File: src/rtl/uart_rx_if.sv
// Byte delivery port of the UART receiver: valid/ready handshake carrying one received word.
interface uart_rx_if #(
    parameter int unsigned DATA_BITS = 8
);
    logic [DATA_BITS-1:0] rx_data;
    logic                 rx_valid;
    logic                 rx_ready;

    modport master (output rx_data, output rx_valid, input rx_ready);
    modport slave  (input rx_data, input rx_valid, output rx_ready);
endinterface

File: src/rtl/uart_rx.sv
// UART receiver driven by a 16x oversampling strobe; delivers bytes on a valid/ready port.
// Optional parity check is enabled by defining UART_PARITY_EN.
module uart_rx #(
    parameter int unsigned DATA_BITS   = 8,
    parameter int unsigned OVERSAMPLE  = 16,
    parameter int unsigned SYNC_STAGES = 2,
    parameter int unsigned PARITY_ODD  = 0
) (
    input  logic       clk,
    input  logic       rst,
    input  logic       rx_tick,
    input  logic       rx,
    uart_rx_if.master  rx_port,
    output logic       frame_err,
    output logic       overrun_err,
    output logic       parity_err
);

    localparam int unsigned TW = $clog2(OVERSAMPLE);
    localparam int unsigned BW = $clog2(DATA_BITS + 1);

    localparam logic [TW-1:0] TICK_MID  = TW'(OVERSAMPLE / 2 - 1);
    localparam logic [TW-1:0] TICK_LAST = TW'(OVERSAMPLE - 1);
    localparam logic [BW-1:0] BIT_LAST  = BW'(DATA_BITS - 1);

    // Elaboration guard on the supported parameter ranges.
    if ((DATA_BITS < 5) || (DATA_BITS > 9) || (OVERSAMPLE < 4) || ((OVERSAMPLE % 2) != 0) ||
        (SYNC_STAGES < 2) || (PARITY_ODD > 1)) begin : g_bad_param
        $error("uart_rx: parameter out of range");
    end

    typedef enum logic [2:0] {
        ST_IDLE,
        ST_START,
        ST_DATA,
        ST_STOP,
        ST_BREAK
`ifdef UART_PARITY_EN
        ,
        ST_PARITY
`endif
    } state_e;

    state_e               state_q,  state_d;
    logic [SYNC_STAGES-1:0] sync_q;
    logic [TW-1:0]        tick_q,   tick_d;
    logic [BW-1:0]        bit_q,    bit_d;
    logic [DATA_BITS-1:0] shift_q,  shift_d;
    logic [DATA_BITS-1:0] data_q,   data_d;
    logic                 valid_q,  valid_d;
    logic                 fe_q,     fe_d;
    logic                 ov_q,     ov_d;
    logic                 byte_done;
    logic                 rx_s;
`ifdef UART_PARITY_EN
    logic                 par_q,    par_d;
    logic                 pe_q,     pe_d;
    logic                 par_bad;

    // Data bits xor parity bit must equal the configured sense.
    assign par_bad = ((^shift_q) ^ par_q) != 1'(PARITY_ODD);
`endif

    assign rx_s = sync_q[SYNC_STAGES-1];

    always_comb begin
        state_d   = state_q;
        tick_d    = tick_q;
        bit_d     = bit_q;
        shift_d   = shift_q;
        data_d    = data_q;
        valid_d   = valid_q;
        fe_d      = 1'b0;
        ov_d      = 1'b0;
        byte_done = 1'b0;
`ifdef UART_PARITY_EN
        par_d     = par_q;
        pe_d      = 1'b0;
`endif

        if (valid_q && rx_port.rx_ready) begin
            valid_d = 1'b0;
        end

        if (rx_tick) begin
            case (state_q)
                ST_IDLE: begin
                    if (!rx_s) begin
                        state_d = ST_START;
                        tick_d  = '0;
                    end
                end
                ST_START: begin
                    if (tick_q == TICK_MID) begin
                        tick_d  = '0;
                        bit_d   = '0;
                        state_d = rx_s ? ST_IDLE : ST_DATA;
                    end else begin
                        tick_d = tick_q + TW'(1);
                    end
                end
                ST_DATA: begin
                    if (tick_q == TICK_LAST) begin
                        // LSB arrives first, so shifting right lands it in bit 0 after the last bit.
                        shift_d = {rx_s, shift_q[DATA_BITS-1:1]};
                        bit_d   = bit_q + BW'(1);
                        tick_d  = '0;
                        if (bit_q == BIT_LAST) begin
`ifdef UART_PARITY_EN
                            state_d = ST_PARITY;
`else
                            state_d = ST_STOP;
`endif
                        end
                    end else begin
                        tick_d = tick_q + TW'(1);
                    end
                end
`ifdef UART_PARITY_EN
                ST_PARITY: begin
                    if (tick_q == TICK_LAST) begin
                        par_d   = rx_s;
                        tick_d  = '0;
                        state_d = ST_STOP;
                    end else begin
                        tick_d = tick_q + TW'(1);
                    end
                end
`endif
                ST_STOP: begin
                    if (tick_q == TICK_LAST) begin
                        tick_d = '0;
                        if (rx_s) begin
                            state_d = ST_IDLE;
`ifdef UART_PARITY_EN
                            if (par_bad) begin
                                pe_d = 1'b1;
                            end else begin
                                byte_done = 1'b1;
                            end
`else
                            byte_done = 1'b1;
`endif
                        end else begin
                            fe_d    = 1'b1;
                            state_d = ST_BREAK;
                        end
                    end else begin
                        tick_d = tick_q + TW'(1);
                    end
                end
                ST_BREAK: begin
                    // Hold here so a line stuck low reports one framing error only.
                    if (rx_s) begin
                        state_d = ST_IDLE;
                    end
                end
                default: begin
                    state_d = ST_IDLE;
                    tick_d  = '0;
                end
            endcase
        end

        if (byte_done) begin
            if (!valid_q || rx_port.rx_ready) begin
                data_d  = shift_q;
                valid_d = 1'b1;
            end else begin
                ov_d = 1'b1;
            end
        end
    end

    always_ff @(posedge clk) begin
        if (rst) begin
            sync_q  <= '1;
            state_q <= ST_IDLE;
            tick_q  <= '0;
            bit_q   <= '0;
            shift_q <= '0;
            data_q  <= '0;
            valid_q <= 1'b0;
            fe_q    <= 1'b0;
            ov_q    <= 1'b0;
`ifdef UART_PARITY_EN
            par_q   <= 1'b0;
            pe_q    <= 1'b0;
`endif
        end else begin
            sync_q  <= {sync_q[SYNC_STAGES-2:0], rx};
            state_q <= state_d;
            tick_q  <= tick_d;
            bit_q   <= bit_d;
            shift_q <= shift_d;
            data_q  <= data_d;
            valid_q <= valid_d;
            fe_q    <= fe_d;
            ov_q    <= ov_d;
`ifdef UART_PARITY_EN
            par_q   <= par_d;
            pe_q    <= pe_d;
`endif
        end
    end

    assign rx_port.rx_data  = data_q;
    assign rx_port.rx_valid = valid_q;
    assign frame_err        = fe_q;
    assign overrun_err      = ov_q;
`ifdef UART_PARITY_EN
    assign parity_err       = pe_q;
`else
    assign parity_err       = 1'b0;
`endif

endmodule

File: src/flat_wrapper.sv
// flat-port wrapper written by rule: the top's interface ports become plain ports
module uart_rx_flat 
#(
    parameter int unsigned DATA_BITS   = 8,
    parameter int unsigned OVERSAMPLE  = 16,
    parameter int unsigned SYNC_STAGES = 2,
    parameter int unsigned PARITY_ODD  = 0
)
  (clk, rst, rx_tick, rx, frame_err, overrun_err, parity_err, rx_port_rx_data, rx_port_rx_valid, rx_port_rx_ready);
  uart_rx_if #(.DATA_BITS(DATA_BITS)) rx_port_i ();
  input  logic clk;
  input  logic rst;
  input  logic rx_tick;
  input  logic rx;
  output logic frame_err;
  output logic overrun_err;
  output logic parity_err;
  output wire logic [$bits(rx_port_i.rx_data)-1:0] rx_port_rx_data;
  output wire logic [$bits(rx_port_i.rx_valid)-1:0] rx_port_rx_valid;
  input wire logic [$bits(rx_port_i.rx_ready)-1:0] rx_port_rx_ready;
  assign rx_port_rx_data = rx_port_i.rx_data;
  assign rx_port_rx_valid = rx_port_i.rx_valid;
  assign rx_port_i.rx_ready = rx_port_rx_ready;
  uart_rx #(.DATA_BITS(DATA_BITS), .OVERSAMPLE(OVERSAMPLE), .SYNC_STAGES(SYNC_STAGES), .PARITY_ODD(PARITY_ODD)) u_core (.clk(clk), .rst(rst), .rx_tick(rx_tick), .rx(rx), .rx_port(rx_port_i), .frame_err(frame_err), .overrun_err(overrun_err), .parity_err(parity_err));
endmodule
File: config.mk
export PLATFORM = sky130hd
export DESIGN_NAME = uart_rx_flat
export DESIGN_NICKNAME = d
export VERILOG_FILES = /design/src/rtl/uart_rx_if.sv /design/src/rtl/uart_rx.sv /design/src/flat_wrapper.sv
export SDC_FILE = /design/constraint.sdc
export NUM_CORES = 1
export LEC_CHECK = 0
export ABC_AREA = 0
export BUFFER_PORTS_ARGS = -buffer_cell sky130_fd_sc_hd__buf_2
export CORE_ASPECT_RATIO = 1.1
export CORE_MARGIN = 1
export CORE_UTILIZATION = 30
export DETAILED_ROUTE_END_ITERATION = 7
export GPL_TIMING_DRIVEN = 0
export RECOVER_POWER = 50
export SLEW_MARGIN = 0
export SYNTH_ARGS = -nofsm -noshare
export SYNTH_HDL_FRONTEND = slang
export SYNTH_SLANG_ARGS = --single-unit
File: constraint.sdc
create_clock -name clk -period 1.8 [get_ports clk]
set_input_delay 0.27 -clock clk [delete_from_list [all_inputs] [get_ports clk]]
set_output_delay 0.27 -clock clk [all_outputs]
set_load 0.01 [all_outputs]
# --- After elaboration in Yosys (flattened, before gate mapping) ---
# Cells that the tools add are included.
classes:
  n_addsub: 2
  bitwise: 5
  n_eq_ne: 13
  reduce_logical: 13
  n_mux: 25
ops:
  columns: ["operator", "n"]
  rows:
  - ["two-way mux 3 bit", 7]
  - ["two-way mux 4 bit", 5]
  - ["one-hot mux 4 bit (4 select lines)", 1]
  - ["one-hot mux 3 bit (5 select lines)", 1]
  - ["inequality test 2 x 1 -> 1 bit, second input constant", 5]
  - ["two-way mux 1 bit", 9]
  - ["adder 4 x 1 -> 4 bit, second input constant", 2]
  - ["== test 4 x 3 -> 1 bit, second input constant", 2]
  - ["one-hot mux 4 bit (2 select lines)", 1]
  - ["AND reduction 7 bit", 1]
  - ["== test 3 x 2 -> 1 bit, second input constant", 2]
  - ["AND reduction 3 bit", 2]
  - ["NOT 1 bit", 5]
  - ["== test 4 bit, second input constant", 1]
  - ["AND reduction 4 bit", 1]
  - ["OR reduction 2 bit", 2]
  - ["OR reduction 4 bit", 1]
  - ["== test 3 x 1 -> 1 bit, second input constant", 1]
  - ["== test 3 bit, second input constant", 1]
  - ["logical NOT 3 bit", 1]
  - ["two-way mux 2 bit", 1]
  - ["inequality test 2 bit, second input constant", 1]
  - ["AND reduction 2 bit", 1]
  - ["nonzero test 2 bit", 1]
  - ["other kinds (3)", 3]
word_totals:
  in_bits: 5
  ff_bits: 32
  output_inout_bits: 12

# --- Longest topological paths before layout ---
# Gate-level depths: netlist of run 1.
depth:
  ltp_word: 6
  ltp_mapped: 6
  mapped_depth_nobuf: 5

# --- Least setup slack after synthesis of run 1 ---
# OpenSTA, ideal clock, no wires.
synth_timing:
  path_type: "register -> register"
  startpoint: "reg u_core.tick_q[0]"
  endpoint: "reg u_core.state_q[0]"
  setup_time_ns: 0.070
  path_buffers: 0
  required_time_ns: 1.730
  synth_period_minus_slack_ns: 1.539
  t_arrival_ns: 1.469
  path_stages_with_launch: 6
  slack_ns: 0.261
  cell_sequence: "dfxtp_1 > ha_1 > and4bb_2 > nor4_4 > or4b_1 > a21oi_1"
synth_between:
  elab_chain_len: 3
  word_cells_on_any_way: 6
  classes_between: "5 x eq/ne; 1 x reduce/logical"
synth_lines:
  columns: ["item", "line_no", "text"]
  rows:
  - ["from (decl)", "uart_rx.sv:46", "logic [TW-1:0] tick_q, tick_d;"]
  - ["from (signal assigned)", "uart_rx.sv:193", "tick_q <= tick_d;"]
  - ["== test 4 bit or == test 4 x 3 -> 1 bit (tied branches)", "uart_rx.sv:103, uart_rx.sv:131, uart_rx.sv:94", null]
  - ["inequality test 2 x 1 -> 1 bit (no line)", null, null]
  - ["AND reduction 7 bit (no line) (*)", null, null]
  - ["to (signal assigned)", "uart_rx.sv:192", "state_q <= state_d;"]
  - ["to (decl)", "uart_rx.sv:44", "state_e state_q, state_d;"]
# Mark *: on every way between the ends. The rest lies on a longest branch, timed or not.
# A chain may end at the register's enable or synchronous reset.

# --- Final worst setup path of run 1 ---
layout_timing:
  startpoint: "reg u_core.tick_q[1]"
  endpoint: "reg u_core.state_q[2]"
# Same word-level chain as after synthesis.

==> out/results.txt, run 1 <==
FP Rows: 25
# diodes: 0
switch share: 0.207
worst skew pair latency: 280 ps
Synth area leader: dfxtp_1
fin crit share: 0.893
worst hold path class: input pin to flop
DRC: 0
Fin Setup TNS: 0 ps
DRT Pass-1 Iters: 4
Tightest Pin Transition: 628 ps
WL/cell: 12.1 um
Hold Startpoint: rx
outcome: finished, final reports clean
Die Area: 0.00502 mm^2
largest cells by area after synthesis: dfxtp_1 45%, mux2i_1 12%, nor2_1 6.3%
Area Growth Syn to Fin: 17.7%
Setup violations, final: 0
Synth Warn #: 0
Core Util, Final: 0.379
M2 GR Usage: 0.189
largest net degree at the start of global routing: 11
met3 GRT Util: 0.0506
Internal Power: 0.00114 W
Clock Skews: 3.97 ps
CP Capture Type: flop
I/O pins: 17
PortBufs: 15
Max rail drop VDD: 0.000487 V
Sink Count: 32
CTS Buf Count: 5
critical path cell sequence: ha_4 -> and4_2 -> nor4_4 -> nor4_1 -> a31o_2
power density of the placed cells: 856 mW/mm^2
filler instances: 459
layout cells sized above 1: 0.166
Net count, final: 175
Post-Syn Nets: 153
Yosys reg bits: 32
Yosys top cell area share: 0.451
Worst Path Required: 1980 ps
Initial Utilization: 0.322
reg2reg start: u_core.tick_q[1]$_SDFFE_PP0P_
synthesized cell area: 0.00142 mm^2
Max Cap Viol: 0
P_sw: 0.000296 W
delay-heaviest family, CP: simple AND/OR/NAND/NOR gates
Critical Path Max Stage Delay: 350 ps
part of the power in registers: 0.498
first-pass GRT wire length: 4640 um
Tmin final: 1610 ps
footprint of the multi-input gates: 719 um^2
Clk pwr share: 0.473
Setup crit start: u_core.tick_q[1]$_SDFFE_PP0P_
Die Width: 67.6 um
GRT Residual Overflow: 0
Post-synth ARST share: 0
Lkg Pwr: 0.585 nW
Slew Limit Headroom: 0.578
startpoint types: flop
GRT Total Usage: 0.126
FMAX: 0.622 GHz
CTS tree: done
die height: 74.2 um
Avg Inst Size Synth: 9.74 um^2
WP data arrival: 1790 ps
FF+latch area: 642 um^2
most crowded layer after global routing: met2
vias in the first global route: 1014
power share of the combinational group: 0.029
Post-synth EDFFs: 0
via count: 1088
post-synthesis sequential area ratio: 0.451
Slowest-stage cell, CP: dfxtp_1
Final ANT Viol Nets: 0
DPL Wire Length: 1810 um
Crit Path Class: flop to flop
most frequent cell after synthesis: dfxtp_1
Crit Path Max Fanout: 7
via-per-instance ratio: 4.88
met1 usage: 0.160
hold_buf cts: 0
final count of pins violating max slew: 0
WP buf/inv: 0
Initial DRC Count: 70
top_reg_cell synth: dfxtp_1
Routed WL: 2700 um
synth cell count leaders: 32 x dfxtp_1, 24 x nor2_1, 17 x mux2i_1, 6 x nand2_1
Core Area: 0.00441 mm^2
gp weighted congestion: 0.790
CTS HTree Levels: 2
Root Buffer: clkbuf_8
antenna violations before repair: 0
Final Hold Fails: 0
Post-Synthesis Cells: 146
Yosys cell types: 45
CTS Buffer Depth: 2
Worst-path clk slew: 70 ps
## what timing repair did
item | in CTS | in global routing
resized for setup | 0 | 4
setup endpoints to repair | 0 | 13
setup buffers | 0 | 0
## through the flow
step	setup slack, ps	hold slack, ps	cells	area [um^2]	total power, W
after floorplan	261	374	146	1420	0.000756
after global placement	80.6	393	215	1560	0.000771
after detailed placement	69.2	398	215	1560	0.000771
after CTS	44.8	159	223	1670	0.00145
after global routing	-8.09	158	223	1670	0.00149
final	192	164	223	1670	0.00143
## path summary, 6_finish.rpt
check        depth (start not counted)  slack, ps                        endpoint
max                                  5        190  u_core.state_q[2]$_SDFFE_PP0P_
min reg2reg                          1        410     u_core.sync_q[1]$_SDFF_PP1_
min                                  2        160     u_core.sync_q[0]$_SDFF_PP1_
max reg2reg                          5        190  u_core.state_q[2]$_SDFFE_PP0P_
## final cells by class
type | count | area share
Clock inverter | 2 | 0.0209
Inverter | 2 | 0.00449
Sequential cell | 32 | 0.384
Buffer | 10 | 0.0411
Timing Repair Buffer | 15 | 0.0359
Multi-Input combinational cell | 102 | 0.430
Clock buffer | 6 | 0.0434
Tap cell | 54 | 0.0404
## metal layers
metal  part of all wire  vias to the layer above
met3              0.046                        7
met1               0.50                      496
li1                   -                      563
met2               0.44                       22
met4              0.013                        0
met5                  0                        -
## placed cells by master, fill, tap and decap left out, types with 2 or more instances in the layout
| master | netlist | routed |
|---|---|---|
| clkbuf_8 | 0 | 5 |
| clkbuf_1 | 3 | 16 |
| o21ai_0 | 5 | 5 |
| nand3_1 | 2 | 2 |
| mux2i_1 | 17 | 17 |
| inv_1 | 2 | 2 |
| nand2_1 | 6 | 6 |
| nand4bb_1 | 2 | 2 |
| dfxtp_1 | 32 | 31 |
| buf_2 | 2 | 4 |
| buf_4 | 3 | 3 |
| nor3_1 | 4 | 4 |
| nor2_1 | 24 | 24 |
| nand3b_1 | 2 | 2 |
| buf_6 | 2 | 2 |
| o211ai_1 | 2 | 2 |
| or2_2 | 2 | 2 |
| nand2b_1 | 2 | 2 |
| xor2_1 | 2 | 2 |
| a21oi_1 | 5 | 5 |
## registers in the layout (all words and copies together), names as in the netlist
register	count
u_core.rx_port.rx_data	8
u_core.shift_q	8
u_core.bit_q	4
u_core.tick_q	4
u_core.state_q	3
u_core.sync_q	2
u_core.frame_err	1
u_core.overrun_err	1
u_core.rx_port.rx_valid	1
## power groups by stage
stage	Clock (W)	Sequential, W	Combinational [W]
final	0.000678	0.000713	0.0000409
after global routing	0.000734	0.000713	0.0000467
after CTS	0.000697	0.000713	0.0000418
after detailed placement	0	0.000729	0.0000417
after global placement	0	0.000729	0.0000415
after floorplan	0	0.000728	0.0000276
## cells by family (layout without fill, tap and decap cells)
| kind of cell | count (synthesis) | after routing | share of synthesized area |
|---|---|---|---|
| other cells | 1 | 1 | 0.00264 |
| fa+ha+maj | 2 | 2 | 0.0176 |
| simple gates | 60 | 60 | 0.254 |
| flops | 32 | 32 | 0.451 |
| xor+xnor | 3 | 3 | 0.0185 |
| mux | 17 | 17 | 0.120 |
| compound gates | 19 | 19 | 0.0854 |
| buf+inv | 12 | 35 | 0.0519 |
Note: power is estimated with default switching activity, not from simulation.
==> run 2, diff against run 1 <==
- CORE_UTILIZATION: 30 -> 55
- PLACE_DENSITY: unset -> 0.76
- SETUP_SLACK_MARGIN: unset -> 0.5
==> run 2 against run 1 <==
  * Fmax fell by 0.44%
  * Clock skew fell by 0.64 ps
  * Clock power fell by 20%
  * Utilization rose by 40 points
  * Power fell by 8.9%
  * Clock-buffer cell count did not move
  * Wire length rose by 20%
  * Design area rose by 8.8%
  * Register-to-register slack barely moved
  * Global-route usage rose by 10 points
  * Worst hold slack got worse by 57 ps
  * Via count rose by 9.7%
  * Highest routed layer unchanged
==> out/results.txt, run 2 (synthesis gave the netlist of run 1 again) <==
outcome: finished, final reports clean
DRC: 0
FP Rows: 18
Lkg Pwr: 0.652 nW
CTS Buffer Depth: 2
Clock Skews: 3.33 ps
fin area: 0.00182 mm^2
Final Hold Fails: 0
Max rail drop VDD: 0.000856 V
Final WS setup: 185 ps
Max Cap Viol: 0
R2R Path End: u_core.rx_port.rx_data[4]$_SDFFE_PP0P_
Crit Path Class: flop to flop
Tmin final: 1620 ps
via count: 1193
Setup violations, final: 0
Crit Path Max Fanout: 8
Slew Limit Headroom: 0.555
FMAX: 0.619 GHz
gp weighted congestion: 0.850
Routed WL: 3240 um
RSZ-0062 raised after global routing: yes
commonest cells after routing, fill and taps aside: 27 x dfxtp_1, 24 x nor2_1, 16 x mux2i_1
die height: 55.3 um
WP data arrival: 1830 ps
DRT Pass-1 Iters: 4
Setup Slack @ Placement: 190 ps
CTS Buf Count: 5
power density of the placed cells: 717 mW/mm^2
GRT Total Usage: 0.228
antenna violations before repair: 0
R2R cell count: 6
r2r setup slk: 180 ps
fin crit share: 0.897
vias in the first global route: 1053
GRT Residual Overflow: 0
terminating pin of the worst hold path: u_core.sync_q[0]$_SDFF_PP1_
most crowded layer after global routing: met2
Core Area: 0.00234 mm^2
Root Buffer: clkbuf_4
Final ANT Viol Nets: 0
Worst Path Required: 2020 ps
CTS HTree Levels: 2
startpoint types: flop
Initial Utilization: 0.607
filler instances: 173
Initial DRC Count: 43
PortBufs: 15
met3 GRT Util: 0.0661
worst skew pair latency: 330 ps
Worst-path clk slew: 100 ps
# diodes: 0
Sink Count: 32
reg2reg start: u_core.tick_q[1]$_SDFFE_PP0P_
WL/cell: 15.4 um
Die Area: 0.00279 mm^2
CTS tree: done
met1 usage: 0.291
largest net degree at the start of global routing: 11
Tightest Pin Transition: 661 ps
hold depth: 2
DPL Wire Length: 1910 um
worst hold path class: input pin to flop
Hold Startpoint: rx
I/O pins: 17
M2 GR Usage: 0.345
Net count, final: 186
final count of pins violating max slew: 0
CP Capture Type: flop
layout cells sized above 1: 0.311
via-per-instance ratio: 5.68
Post-DP Area: 0.00156 mm^2
first-pass GRT wire length: 4770 um
Die Width: 50.5 um
Area Growth Syn to Fin: 28.1%
Fin Setup TNS: 0 ps
most common cell after layout, fill and taps aside: dfxtp_1
[run 2: changes by cell type in the layout (fill, tap and decap cells not counted), moves of 2 or more]
cell and change:
a21oi_1 -2, a21oi_2 +2, buf_4 +5, buf_6 +6, clkbuf_4 +5, clkbuf_8 -5, dfxtp_1 -4, dfxtp_2 +3
nor3_1 -3, nor3_4 +2
[run 2: layout make-up]
cell class | count | area (um^2) | area share
clock buffers | 6 | 41.3 | 0.0227
flip-flops and latches | 32 | 649 | 0.357
plain buffers | 10 | 82.6 | 0.0454
multi-input cells | 102 | 800 | 0.439
repair buffers | 26 | 168 | 0.0921
well taps | 30 | 37.5 | 0.0206
inverters | 2 | 7.51 | 0.00412
clock inverters | 2 | 35.0 | 0.0192
[run 2: worst max-delay path by stage]
stage,startpoint,to,slack [ps],cells past startpoint
2_1_floorplan,u_core.tick_q[1]$_SDFFE_PP0P_,u_core.state_q[0]$_SDFFE_PP0P_,350,5
3_3_place_gp,u_core.state_q[1]$_SDFFE_PP0P_,u_core.rx_port.rx_data[1]$_SDFFE_PP0P_,240,6
3_5_place_dp,u_core.state_q[1]$_SDFFE_PP0P_,u_core.rx_port.rx_data[7]$_SDFFE_PP0P_,190,6
4_1_cts,u_core.tick_q[0]$_SDFFE_PP0P_,u_core.rx_port.rx_data[7]$_SDFFE_PP0P_,230,6
5_1_grt,u_core.tick_q[1]$_SDFFE_PP0P_,u_core.rx_port.rx_data[1]$_SDFFE_PP0P_,80,6
6_report,u_core.tick_q[1]$_SDFFE_PP0P_,u_core.rx_port.rx_data[4]$_SDFFE_PP0P_,180,6
[run 2: critical path, stage by stage, from the launching register on]
cell	delay [ps]
dfxtp_1	390
ha_4	180
nand4_1	130
nor4b_2	280
buf_4	240
mux2i_1	210
nor2_1	50
[run 2: stage by stage]
step	power [W]	hold slack, ps	cells	util
floorplan	0.000756	374	146	-
global placement	0.000770	399	191	0.665
detailed placement	0.000771	399	191	0.665
CTS	0.00131	96.9	207	0.739
global route	0.00134	86.0	210	0.777
finish	0.00130	107	210	0.777
[run 2: repair_timing]
action,CTS,global route
resized for setup,12,20
gates cloned,1,0
pin swaps,2,7
setup buffers,7,3
hold endpoints to repair,0,0
setup endpoints to repair,30,30
hold buffers,0,0
[run 2: layer usage]
| layer | up-vias | routed length, um |
|---|---|---|
| li1 | 582 | - |
| met3 | 5 | 204 |
| met1 | 565 | 1460 |
| met5 | - | 0 |
| met4 | 0 | 55 |
| met2 | 41 | 1520 |
[run 2: where the power goes]
part           total (W)  leakage (nW)  internal (W)  switching (W)
Clock           0.000541        0.0422      0.000291       0.000250
Combinational  0.0000515         0.350     0.0000188      0.0000327
Sequential      0.000712         0.260      0.000709     0.00000305
Total            0.00130         0.652       0.00102       0.000286
